$ cat src/rtl/kc705_rx_cmd_pkg.sv
// Shared types and helpers for the RX command parser: FSM state encoding,
// default write-command value and frame-length / byte-counter sizing.
package kc705_rx_cmd_pkg;

  typedef enum logic [2:0] {
    CMD    = 3'd0,
    ID     = 3'd1,
    REGS   = 3'd2,
    DRAIN  = 3'd3,
    COMMIT = 3'd4
  } state_t;

  // "WREG" in ASCII, big-endian
  localparam logic [31:0] WR_CMD_DEFAULT = 32'h5752_4547;

  function automatic int reg_map_len(input int reg_width, input int num_reg,
                                     input int cmd_length, input int pkt_id_length);
    return reg_width * num_reg + cmd_length + pkt_id_length;
  endfunction

  // Byte counter saturates at the frame length, so it must hold map_len itself.
  function automatic int byte_cnt_width(input int map_len);
    return $clog2(map_len + 1);
  endfunction

endpackage

$ cat src/rtl/kc705_rx_byte_packer.sv
// Generic N-byte MSB-first packer. o_word is the word including the byte on
// i_byte this cycle, so o_word is complete exactly when o_done is high.
module kc705_rx_byte_packer #(
  parameter int N_BYTES = 4
) (
  input  logic                   clk,
  input  logic                   rst,
  input  logic                   i_clear,
  input  logic                   i_en,
  input  logic [7:0]             i_byte,
  output logic [8*N_BYTES-1:0]   o_word,
  output logic                   o_done
);

  localparam int CW = (N_BYTES > 1) ? $clog2(N_BYTES) : 1;
  localparam logic [CW-1:0] LAST_IDX = CW'(N_BYTES - 1);

  logic [8*(N_BYTES-1)-1:0] r_word;
  logic [CW-1:0]            r_cnt;

  assign o_word = {r_word, i_byte};
  assign o_done = i_en && (r_cnt == LAST_IDX);

  always_ff @(posedge clk) begin
    if (rst || i_clear) begin
      r_word <= '0;
      r_cnt  <= '0;
    end else if (i_en) begin
      r_word <= o_word[8*(N_BYTES-1)-1:0];
      r_cnt  <= o_done ? '0 : r_cnt + 1'b1;
    end
  end

endmodule

$ cat src/rtl/kc705_ethernet_rx_cmd_parser.sv
// Parses RX payload bytes into command, packet ID and a shadowed register map,
// streaming register words on AXIS. Optional statistics counters: `RX_CMD_STATS_EN.
module kc705_ethernet_rx_cmd_parser
  import kc705_rx_cmd_pkg::*;
#(
  parameter int REG_WIDTH     = 4,
  parameter int NUM_REG       = 6,
  parameter int CMD_LENGTH    = 4,
  parameter int PKT_ID_LENGTH = 4,
  parameter logic [8*CMD_LENGTH-1:0] WR_CMD = WR_CMD_DEFAULT
) (
  input  logic                              axi_tclk,
  input  logic                              axi_treset,
  input  logic [7:0]                        tdata,
  input  logic                              tvalid,
  input  logic                              tlast,
  output logic                              tready,
  output logic [8*CMD_LENGTH-1:0]           cmd,
  output logic [8*PKT_ID_LENGTH-1:0]        pkt_id,
  output logic                              cmd_valid,
  output logic [8*REG_WIDTH*NUM_REG-1:0]    reg_map,
  output logic                              reg_map_valid,
  output logic [8*REG_WIDTH-1:0]            reg_map_axis_tdata,
  output logic                              reg_map_axis_tvalid,
  output logic                              reg_map_axis_tlast,
  input  logic                              reg_map_axis_tready,
  output logic                              pkt_err,
  output logic                              pkt_ovf,
  output logic [15:0]                       frame_count,
  output logic [15:0]                       err_count,
  output state_t                            dbg_state
);

  localparam int RW          = 8 * REG_WIDTH;
  localparam int REG_MAP_LEN = reg_map_len(REG_WIDTH, NUM_REG, CMD_LENGTH, PKT_ID_LENGTH);
  localparam int BCW         = byte_cnt_width(REG_MAP_LEN);
  localparam int WIW         = (NUM_REG > 1) ? $clog2(NUM_REG) : 1;
  localparam logic [BCW-1:0] LEN_C     = BCW'(REG_MAP_LEN);
  localparam logic [BCW-1:0] LEN_M1    = BCW'(REG_MAP_LEN - 1);
  localparam logic [WIW-1:0] LAST_WORD = WIW'(NUM_REG - 1);

  state_t                         r_state;
  logic [BCW-1:0]                 r_byte_cnt;
  logic [WIW-1:0]                 r_word_idx;
  logic                           r_is_wr;
  logic                           r_ovf_seen;
  logic [8*CMD_LENGTH-1:0]        r_cmd_hold;
  logic [RW-1:0]                  r_shadow [NUM_REG];
  logic [8*CMD_LENGTH-1:0]        r_cmd;
  logic [8*PKT_ID_LENGTH-1:0]     r_pkt_id;
  logic                           r_cmd_valid;
  logic [RW*NUM_REG-1:0]          r_reg_map;
  logic                           r_reg_map_valid;
  logic [RW-1:0]                  r_axis_tdata;
  logic                           r_axis_tvalid;
  logic                           r_axis_tlast;
  logic                           r_pkt_err;
  logic                           r_pkt_ovf;

  logic                           w_beat;
  logic                           w_short;
  logic                           w_over;
  logic                           w_cmd_done;
  logic                           w_id_done;
  logic                           w_reg_done;
  logic [8*CMD_LENGTH-1:0]        w_cmd_word;
  logic [8*PKT_ID_LENGTH-1:0]     w_id_word;
  logic [RW-1:0]                  w_reg_word;

  // Handshake: a byte moves on tvalid&tready. tready drops whenever the output
  // word slot is occupied and not draining, during COMMIT, and during reset.
  assign tready  = !axi_treset && (r_state != COMMIT) &&
                   (!r_axis_tvalid || reg_map_axis_tready);
  assign w_beat  = tvalid && tready;
  assign w_short = w_beat && tlast && (r_byte_cnt < LEN_M1);
  assign w_over  = w_beat && (r_byte_cnt == LEN_C) && !r_ovf_seen;

  kc705_rx_byte_packer #(.N_BYTES(CMD_LENGTH)) u_cmd_packer (
    .clk     (axi_tclk),
    .rst     (axi_treset),
    .i_clear (w_short),
    .i_en    (w_beat && (r_state == CMD)),
    .i_byte  (tdata),
    .o_word  (w_cmd_word),
    .o_done  (w_cmd_done)
  );

  kc705_rx_byte_packer #(.N_BYTES(PKT_ID_LENGTH)) u_id_packer (
    .clk     (axi_tclk),
    .rst     (axi_treset),
    .i_clear (w_short),
    .i_en    (w_beat && (r_state == ID)),
    .i_byte  (tdata),
    .o_word  (w_id_word),
    .o_done  (w_id_done)
  );

  kc705_rx_byte_packer #(.N_BYTES(REG_WIDTH)) u_reg_packer (
    .clk     (axi_tclk),
    .rst     (axi_treset),
    .i_clear (w_short),
    .i_en    (w_beat && (r_state == REGS)),
    .i_byte  (tdata),
    .o_word  (w_reg_word),
    .o_done  (w_reg_done)
  );

  always_ff @(posedge axi_tclk) begin
    if (axi_treset) begin
      r_state         <= CMD;
      r_byte_cnt      <= '0;
      r_word_idx      <= '0;
      r_is_wr         <= 1'b0;
      r_ovf_seen      <= 1'b0;
      r_cmd_hold      <= '0;
      for (int i = 0; i < NUM_REG; i++) r_shadow[i] <= '0;
      r_cmd           <= '0;
      r_pkt_id        <= '0;
      r_cmd_valid     <= 1'b0;
      r_reg_map       <= '0;
      r_reg_map_valid <= 1'b0;
      r_axis_tdata    <= '0;
      r_axis_tvalid   <= 1'b0;
      r_axis_tlast    <= 1'b0;
      r_pkt_err       <= 1'b0;
      r_pkt_ovf       <= 1'b0;
    end else begin
      r_cmd_valid     <= 1'b0;
      r_reg_map_valid <= 1'b0;
      r_pkt_err       <= 1'b0;
      r_pkt_ovf       <= 1'b0;

      if (r_axis_tvalid && reg_map_axis_tready) r_axis_tvalid <= 1'b0;
      // A completed word is streamed even if its last byte also ends a short frame.
      if (w_reg_done && r_is_wr) begin
        r_axis_tdata  <= w_reg_word;
        r_axis_tvalid <= 1'b1;
        r_axis_tlast  <= (r_word_idx == LAST_WORD);
      end

      if (w_beat && (r_byte_cnt != LEN_C)) r_byte_cnt <= r_byte_cnt + 1'b1;
      if (w_over) begin
        r_pkt_ovf  <= 1'b1;
        r_ovf_seen <= 1'b1;
      end

      if (w_short) begin
        r_pkt_err  <= 1'b1;
        r_state    <= CMD;
        r_byte_cnt <= '0;
        r_word_idx <= '0;
        r_ovf_seen <= 1'b0;
      end else begin
        case (r_state)
          CMD: if (w_cmd_done) begin
            r_cmd_hold <= w_cmd_word;
            r_state    <= ID;
          end
          ID: if (w_id_done) begin
            r_cmd       <= r_cmd_hold;
            r_pkt_id    <= w_id_word;
            r_cmd_valid <= 1'b1;
            r_is_wr     <= (r_cmd_hold == WR_CMD);
            r_state     <= (r_cmd_hold == WR_CMD) ? REGS : DRAIN;
          end
          REGS: if (w_reg_done) begin
            r_shadow[r_word_idx] <= w_reg_word;
            if (r_word_idx == LAST_WORD) begin
              r_word_idx <= '0;
              r_state    <= tlast ? COMMIT : DRAIN;
            end else begin
              r_word_idx <= r_word_idx + 1'b1;
            end
          end
          DRAIN: if (w_beat && tlast) r_state <= COMMIT;
          COMMIT: begin
            if (r_is_wr) begin
              for (int i = 0; i < NUM_REG; i++)
                r_reg_map[(NUM_REG-1-i)*RW +: RW] <= r_shadow[i];
              r_reg_map_valid <= 1'b1;
            end
            r_state    <= CMD;
            r_byte_cnt <= '0;
            r_ovf_seen <= 1'b0;
          end
          default: r_state <= CMD;
        endcase
      end
    end
  end

`ifdef RX_CMD_STATS_EN
  logic [15:0] r_frame_count;
  logic [15:0] r_err_count;

  always_ff @(posedge axi_tclk) begin
    if (axi_treset) begin
      r_frame_count <= '0;
      r_err_count   <= '0;
    end else begin
      if ((r_state == COMMIT) && r_is_wr) r_frame_count <= r_frame_count + 1'b1;
      if (w_short) r_err_count <= r_err_count + 1'b1;
    end
  end

  assign frame_count = r_frame_count;
  assign err_count   = r_err_count;
`else
  assign frame_count = '0;
  assign err_count   = '0;
`endif

  assign cmd                 = r_cmd;
  assign pkt_id              = r_pkt_id;
  assign cmd_valid           = r_cmd_valid;
  assign reg_map             = r_reg_map;
  assign reg_map_valid       = r_reg_map_valid;
  assign reg_map_axis_tdata  = r_axis_tdata;
  assign reg_map_axis_tvalid = r_axis_tvalid;
  assign reg_map_axis_tlast  = r_axis_tlast;
  assign pkt_err             = r_pkt_err;
  assign pkt_ovf             = r_pkt_ovf;
  assign dbg_state           = r_state;

endmodule
$ cat config.mk
export PLATFORM = sky130hd
export DESIGN_NAME = kc705_ethernet_rx_cmd_parser
export DESIGN_NICKNAME = d
export VERILOG_FILES = /design/src/rtl/kc705_rx_cmd_pkg.sv /design/src/rtl/kc705_rx_byte_packer.sv /design/src/rtl/kc705_ethernet_rx_cmd_parser.sv
export SDC_FILE = /design/constraint.sdc
export NUM_CORES = 1
export LEC_CHECK = 0
export CAP_MARGIN = 20
export CORE_ASPECT_RATIO = 1.4
export CORE_MARGIN = 2
export CORE_UTILIZATION = 60
export CTS_BUF_LIST = sky130_fd_sc_hd__clkbuf_2 sky130_fd_sc_hd__clkbuf_4 sky130_fd_sc_hd__clkbuf_8
export CTS_CLUSTER_DIAMETER = 120
export CTS_CLUSTER_SIZE = 28
export DETAILED_ROUTE_END_ITERATION = 10
export HOLD_SLACK_MARGIN = 0.08
export PLACE_DENSITY = 0.95
export SYNTH_ARGS = -nofsm -noshare
export SYNTH_HDL_FRONTEND = slang
export SYNTH_SLANG_ARGS = --single-unit
$ cat constraint.sdc
create_clock -name axi_tclk -period 6.8 [get_ports axi_tclk]
set_clock_uncertainty 0.1 [all_clocks]
set_input_delay 1.02 -clock axi_tclk [delete_from_list [all_inputs] [get_ports axi_tclk]]
set_output_delay 1.02 -clock axi_tclk [all_outputs]
set_load 0.1 [all_outputs]
# Word-level counts from Yosys, hierarchy flattened
# Memory sizes are Yosys's and may differ from the RTL's. A register that Yosys moved wholly into a read port is not among the register bits.
# Cells that the tools add are included.
[totals]
ff_bits = 226
ramBits = 192
in_bits = 13
output_inout_bits = 330
elab_cells = 109
n_memories = 1
[mem_list]
columns = ["name", "depth", "word_bits", "read_ports", "rd_clocked_by_memory_dff", "write_ports", "line_no", "rtl"]
rows = [
  ["r_shadow", 6, 32, 6, 6, 6, "kc705_ethernet_rx_cmd_parser.sv:48", "logic [RW-1:0] r_shadow [NUM_REG];"],
]
[classes]
n_addsub = 5
magnitude_cmp = 1
n_eq_ne = 17
mux = 28
bitwise = 3
n_reduce_logical = 33
[op_table]
columns = ["op", "count"]
rows = [
  ["$eq A32 B31 Y1 const B", 1],
  ["$mux W32", 1],
  ["$reduce_or A32 Y1", 1],
  ["$mux W3", 8],
  ["$logic_and A1 B1 Y1", 16],
  ["$mux W1", 15],
  ["$pmux W3 S4", 1],
  ["$reduce_and A3 Y1", 3],
  ["$reduce_or A3 Y1", 3],
  ["$ne A2 B1 Y1 const B", 4],
  ["$add A2 B1 Y2 const B", 3],
  ["$add A6 B1 Y6 const B", 1],
  ["$eq A2 B2 Y1 const B", 3],
  ["$eq A3 B2 Y1 const B", 2],
  ["$eq A3 B3 Y1 const B", 2],
  ["$eq A6 B6 Y1 const B", 1],
  ["$lt A6 B5 Y1 const B", 1],
  ["$mux W2", 3],
  ["$ne A6 B6 Y1 const B", 1],
  ["$reduce_and A5 Y1", 1],
  ["$add A3 B1 Y3 const B", 1],
  ["$eq A3 B1 Y1 const B", 1],
  ["$logic_not A1 Y1", 3],
  ["$logic_not A3 Y1", 1],
  ["7 further kinds", 10],
]

# Longest topological paths before layout
[depth]
depth_word = 13
depth_mapped = 10
depth_no_buf = 7

# Hierarchy
# From an unflattened synthesis, not the netlist that was laid out.
[unflattened]
cells_unflattened = 2234
hier_area_um2 = 23279.8
[modules_own_cells]
columns = ["mod", "n_inst", "cells_each", "area_each_um2", "seq_area_each_um2"]
rows = [
  ["kc705_ethernet_rx_cmd_parser", 1, 1946, 20246.9, 12572.1],
  ["kc705_rx_byte_packer", 3, 96, 1011.0, 520.5],
]

# Worst setup path after synthesis
# Ideal clock, no wire load.
[synth_timing]
path_type = "in2out"
startpoint = "input axi_treset"
endpoint = "output tready"
t_arrival_ns = 3.422
required_ns = 5.680
path_slack_ns = 2.258
stages = 3
path_buffers = 2
cell_sequence = "buf_2 -> clkbuf_1 -> nor3_1"
[synth_between]
elab_chain_len = 3
[synth_rtl]
columns = ["item", "line_no", "rtl"]
rows = [
  ["start, declared", "kc705_ethernet_rx_cmd_parser.sv:13", "input logic axi_treset,"],
  ["$logic_not A1 Y1", "kc705_ethernet_rx_cmd_parser.sv:72", "assign tready = !axi_treset && (r_state != COMMIT) &&"],
  ["$logic_and A1 B1 Y1 (2 in a row)", "kc705_ethernet_rx_cmd_parser.sv:72", ""],
  ["end, declared", "kc705_ethernet_rx_cmd_parser.sv:17", "output logic tready,"],
]
# Every way passes these cells.

# Worst setup path after layout
[layout_timing]
startpoint = "register r_state[2] (netlist: dbg_state[2])"
endpoint = "output tready"
[layout_between]
elab_chain_len = 3
[layout_rtl]
columns = ["item", "line_no", "rtl"]
rows = [
  ["start, declared", "kc705_ethernet_rx_cmd_parser.sv:42", "state_t r_state;"],
  ["start signal, assigned", "kc705_ethernet_rx_cmd_parser.sv:164", "r_state <= (r_cmd_hold == WR_CMD) ? REGS : DRAIN;"],
  ["start signal, assigned", "kc705_ethernet_rx_cmd_parser.sv:170", "r_state <= tlast ? COMMIT : DRAIN;"],
  ["$ne A3 B3 Y1", "kc705_ethernet_rx_cmd_parser.sv:72", ""],
  ["$logic_and A1 B1 Y1 (2 in a row)", "kc705_ethernet_rx_cmd_parser.sv:72", ""],
]
# Every way passes these cells.

==> impl_metrics.csv <==
group,metric,value,unit
outcome,status,"complete, no violations",
sta,max_freq,242.7,MHz
synthesis,yosys_register_bits,610,
routing,ant_nets,0,
synthesis,ys_seq_area_share,63.67,%
global_routing,grt_util_all_layers,28.91,%
synthesis,synth_edf_count,192,
final_layout,syn2layout_area_growth,16.04,%
global_routing,busiest_layer,"met2",
place,gp_congestion,0.8559,
clock_tree,cts_buffers,25,
worst_setup_path,reg2reg_from,"dbg_state[2]",
worst_setup_path,crit_type,"flip-flop to output port",
routing,drt_iter0_markers,1664,
sta,period_share,60.60,%
clock_tree,cts_root_buffer,"clkbuf_8",
synthesis,async_reset_ff_share,0,%
synthesis,synth.top_cell.area_share,37.70,%
synthesis,syn_inst,2319,
global_routing,grtUsageMet2,50.48,%
worst_setup_path,crit_required,5.68,ns
clock_tree,postCtsSetupBuffers,0,
hold_path,hp-start,"u_cmd_packer.r_word[1]",
synthesis,synth_area_leaders,"dfxtp_1 38%, edfxtp_1 26%, nand2_1 14%",
clock_tree,cts.clk_slew.worst_paths,0.17,ns
floorplanning,rows,83,
global_routing,grt_pass1_vias,16190,
final_layout,n_fill_cell,2546,
final_layout,drive_above_1_share,3.405,%
synthesis,ys_warn_count,0,
sta,slew_violations,0,
clock_tree,cts_tree,"yes",
run,cap_violations,0,
final_layout,design_area,0.02576,mm^2
place,dpl_cell_area,0.02519,mm^2
global_routing,use_met1,32.74,%
place,hpwlAfterDp,38810,um
power,p_sw,1.224,mW
clock_tree,clk_latency,0.68,ns
clock_tree,hold_buffers,0,
worst_setup_path,critPathLaunch,"dbg_state[2]",
sta,final-hold-violation-count,0,
floorplanning,die_h,231.6,um
floorplanning,die_w,166.6,um
routing,drc,0,
routing,wl,58290,um
power,swShare,22.30,%
power,leakage,8.420,nW
clock_tree,htree_levels,1,
hold_path,min_path_type,"flip-flop to flip-flop",
global_routing,grt_antenna_before_repair,2,
final_layout,seq_area,0.01413,mm^2
global_routing,met3_usage,4.542,%
floorplanning,io_pins,343,
final_layout,multi_input_area,0.007229,mm^2
worst_setup_path,cp-end-kind,"output port",
synthesis,synth_top_area_cell,"dfxtp_1",
clock_tree,clockBufferDepth,3,
global_routing,grt_pass1_wl,87700,um
routing,wl_per_cell,19.45,um
floorplanning,dieArea,0.03857,mm^2
global_routing,grt_max_degree,152,
synthesis,synth_flop_cell,"dfxtp_1",
floorplanning,core-area,0.03656,mm^2
clock_tree,cts.repair.resized,0,
power,internal-power,4.262,mW
sta,worst_pin_slew,1.145,ns
worst_setup_path,startpoint_type,"flip-flop",
power,vdd_ir_drop_max,0.2009,mV
worst_setup_path,rrSetupSlack,3.32,ns
worst_setup_path,worstPathMaxFanout,8,
sta,slew_headroom,23.65,%
sta,final-setup-viol-count,0,
power,total_power,5.486,mW
final_layout,fin_nets,2527,
clock_tree,numClockSinks,610,
power,power_frac_clock,26.7,%
power,power-per-cell-area,213.0,mW/mm^2
worst_setup_path,arrival,3.00,ns
floorplanning,initial_core_util,60.72,%
synthesis,mappedNetlistArea,0.02220,mm^2
routing,vias,17061,
routing,drt_first_pass_iters,6,
sta,grt_setup_unrepaired,"false",
sta,fin_setup_tns,0,ns
synthesis,synth_most_common_cell,"nand2_1",
synthesis,yosys-top-cells-count,"808 x nand2_1, 418 x dfxtp_1, 404 x a21oi_1",
sta,finalCriticalPeriod,4.121,ns
power,p_comb_share,3.7,%
global_routing,grt.overflow.total,0,
synthesis,synth_area_per_cell,9.572,um^2
synthesis,yosysUniqueCellTypes,52,
routing,vias_per_cell,5.695,
place,io_buffers,310,
power,power_frac_seq,69.6,%
==> per-layer routing <==
metal	vias up	wire (um)
li1	7854	-
met1	8110	20110
met2	868	29180
met3	229	4698
met4	0	4298
met5	-	0
==> worst paths after layout <==
path	end	cells past startpoint
worst max register to register	reg_map[71]	6
worst min register to register	r_cmd_hold[9]	2
worst max-delay path	tready	3
worst min-delay path	r_cmd_hold[9]	2
==> cell families (layout without fill, tap and decap cells) <==
family / Yosys count / count (layout) / synth area share (%)
adder cells (fa/ha/maj): 5 / 5 / 0.2818
multiplexers: 1 / 1 / 0.05073
AND/OR/NAND/NOR: 1082 / 1082 / 21.90
other: 1 / 35 / 0.01689
AO/OA/AOI/OAI: 415 / 415 / 9.447
XOR/XNOR: 6 / 6 / 0.2367
buffers and inverters: 199 / 375 / 4.397
flip-flops: 610 / 610 / 63.67
==> worst max-delay path, cell delays in order (launching register included) <==
cell and delay (ns):
dfxtp_1 0.66, nor3b_4 0.55, nor3_1 0.09, clkdlybuf4s50_1 1.01
==> flip-flops by register name (all words and copies together), names as in the netlist, 2 cells and up <==
name / cells
cmd: 32
dbg_state: 3
pkt_id: 32
r_byte_cnt: 6
r_cmd_hold: 32
r_shadow: 192
r_word_idx: 3
reg_map: 192
reg_map_axis_tdata: 32
u_cmd_packer.r_cnt: 2
u_cmd_packer.r_word: 24
u_id_packer.r_cnt: 2
u_id_packer.r_word: 24
u_reg_packer.r_cnt: 2
u_reg_packer.r_word: 24
==> through the flow <==
stage / hold slack (ns) / cells / setup WS (ns) / util (%)
4_1_cts: 0.3423 / 2990 / 2.677 / 70.25
5_1_grt: 0.3726 / 2994 / 2.598 / 70.45
2_1_floorplan: 0.3013 / 2350 / 2.258 / -
6_report: 0.3436 / 2996 / 2.680 / 70.46
3_5_place_dp: 0.3458 / 2946 / 2.591 / 68.91
3_3_place_gp: 0.3188 / 2945 / 2.702 / 68.84
==> power by group through the flow <==
stage | Combinational [mW] | Sequential [mW] | Clock, mW
6_report | 0.201 | 3.82 | 1.47
5_1_grt | 0.210 | 3.82 | 1.58
4_1_cts | 0.198 | 3.82 | 1.47
3_5_place_dp | 0.198 | 3.90 | 0
3_3_place_gp | 0.195 | 3.89 | 0
2_1_floorplan | 0.174 | 3.89 | 0
==> cell type report <==
cell class                      count  share of cell area, %
Sequential cell                   610                  54.87
Inverter                            5                0.07287
Multi-Input combinational cell   1541                  28.07
Timing Repair Buffer              326                  12.80
Clock buffer                       42                  1.831
Antenna cell                        3                0.02915
Clock inverter                      2                0.06315
Tap cell                          467                  2.269
==> layout by cell type (no fill, tap or decap), types with 3 or more instances in the layout <==
cell / Yosys / layout
buf_4: 33 / 12
nand3b_1: 3 / 3
or2_2: 5 / 6
clkbuf_4: 0 / 17
diode_2: 0 / 3
edfxtp_1: 192 / 192
nand4_1: 6 / 6
nand2_1: 808 / 807
nor2_1: 14 / 12
and2_1: 195 / 195
conb_1: 1 / 32
or3_1: 3 / 3
nor4bb_1: 3 / 3
dfxtp_1: 418 / 418
nand3_1: 9 / 8
ha_1: 5 / 5
and3b_1: 4 / 4
a21oi_1: 404 / 404
buf_16: 0 / 3
clkdlybuf4s50_1: 0 / 309
a31oi_1: 3 / 3
inv_1: 4 / 4
nor4b_1: 4 / 4
clkbuf_8: 0 / 25
xor2_1: 4 / 4
nor4_4: 3 / 3
nor3_1: 3 / 3
(Power assumes the default switching activity.)
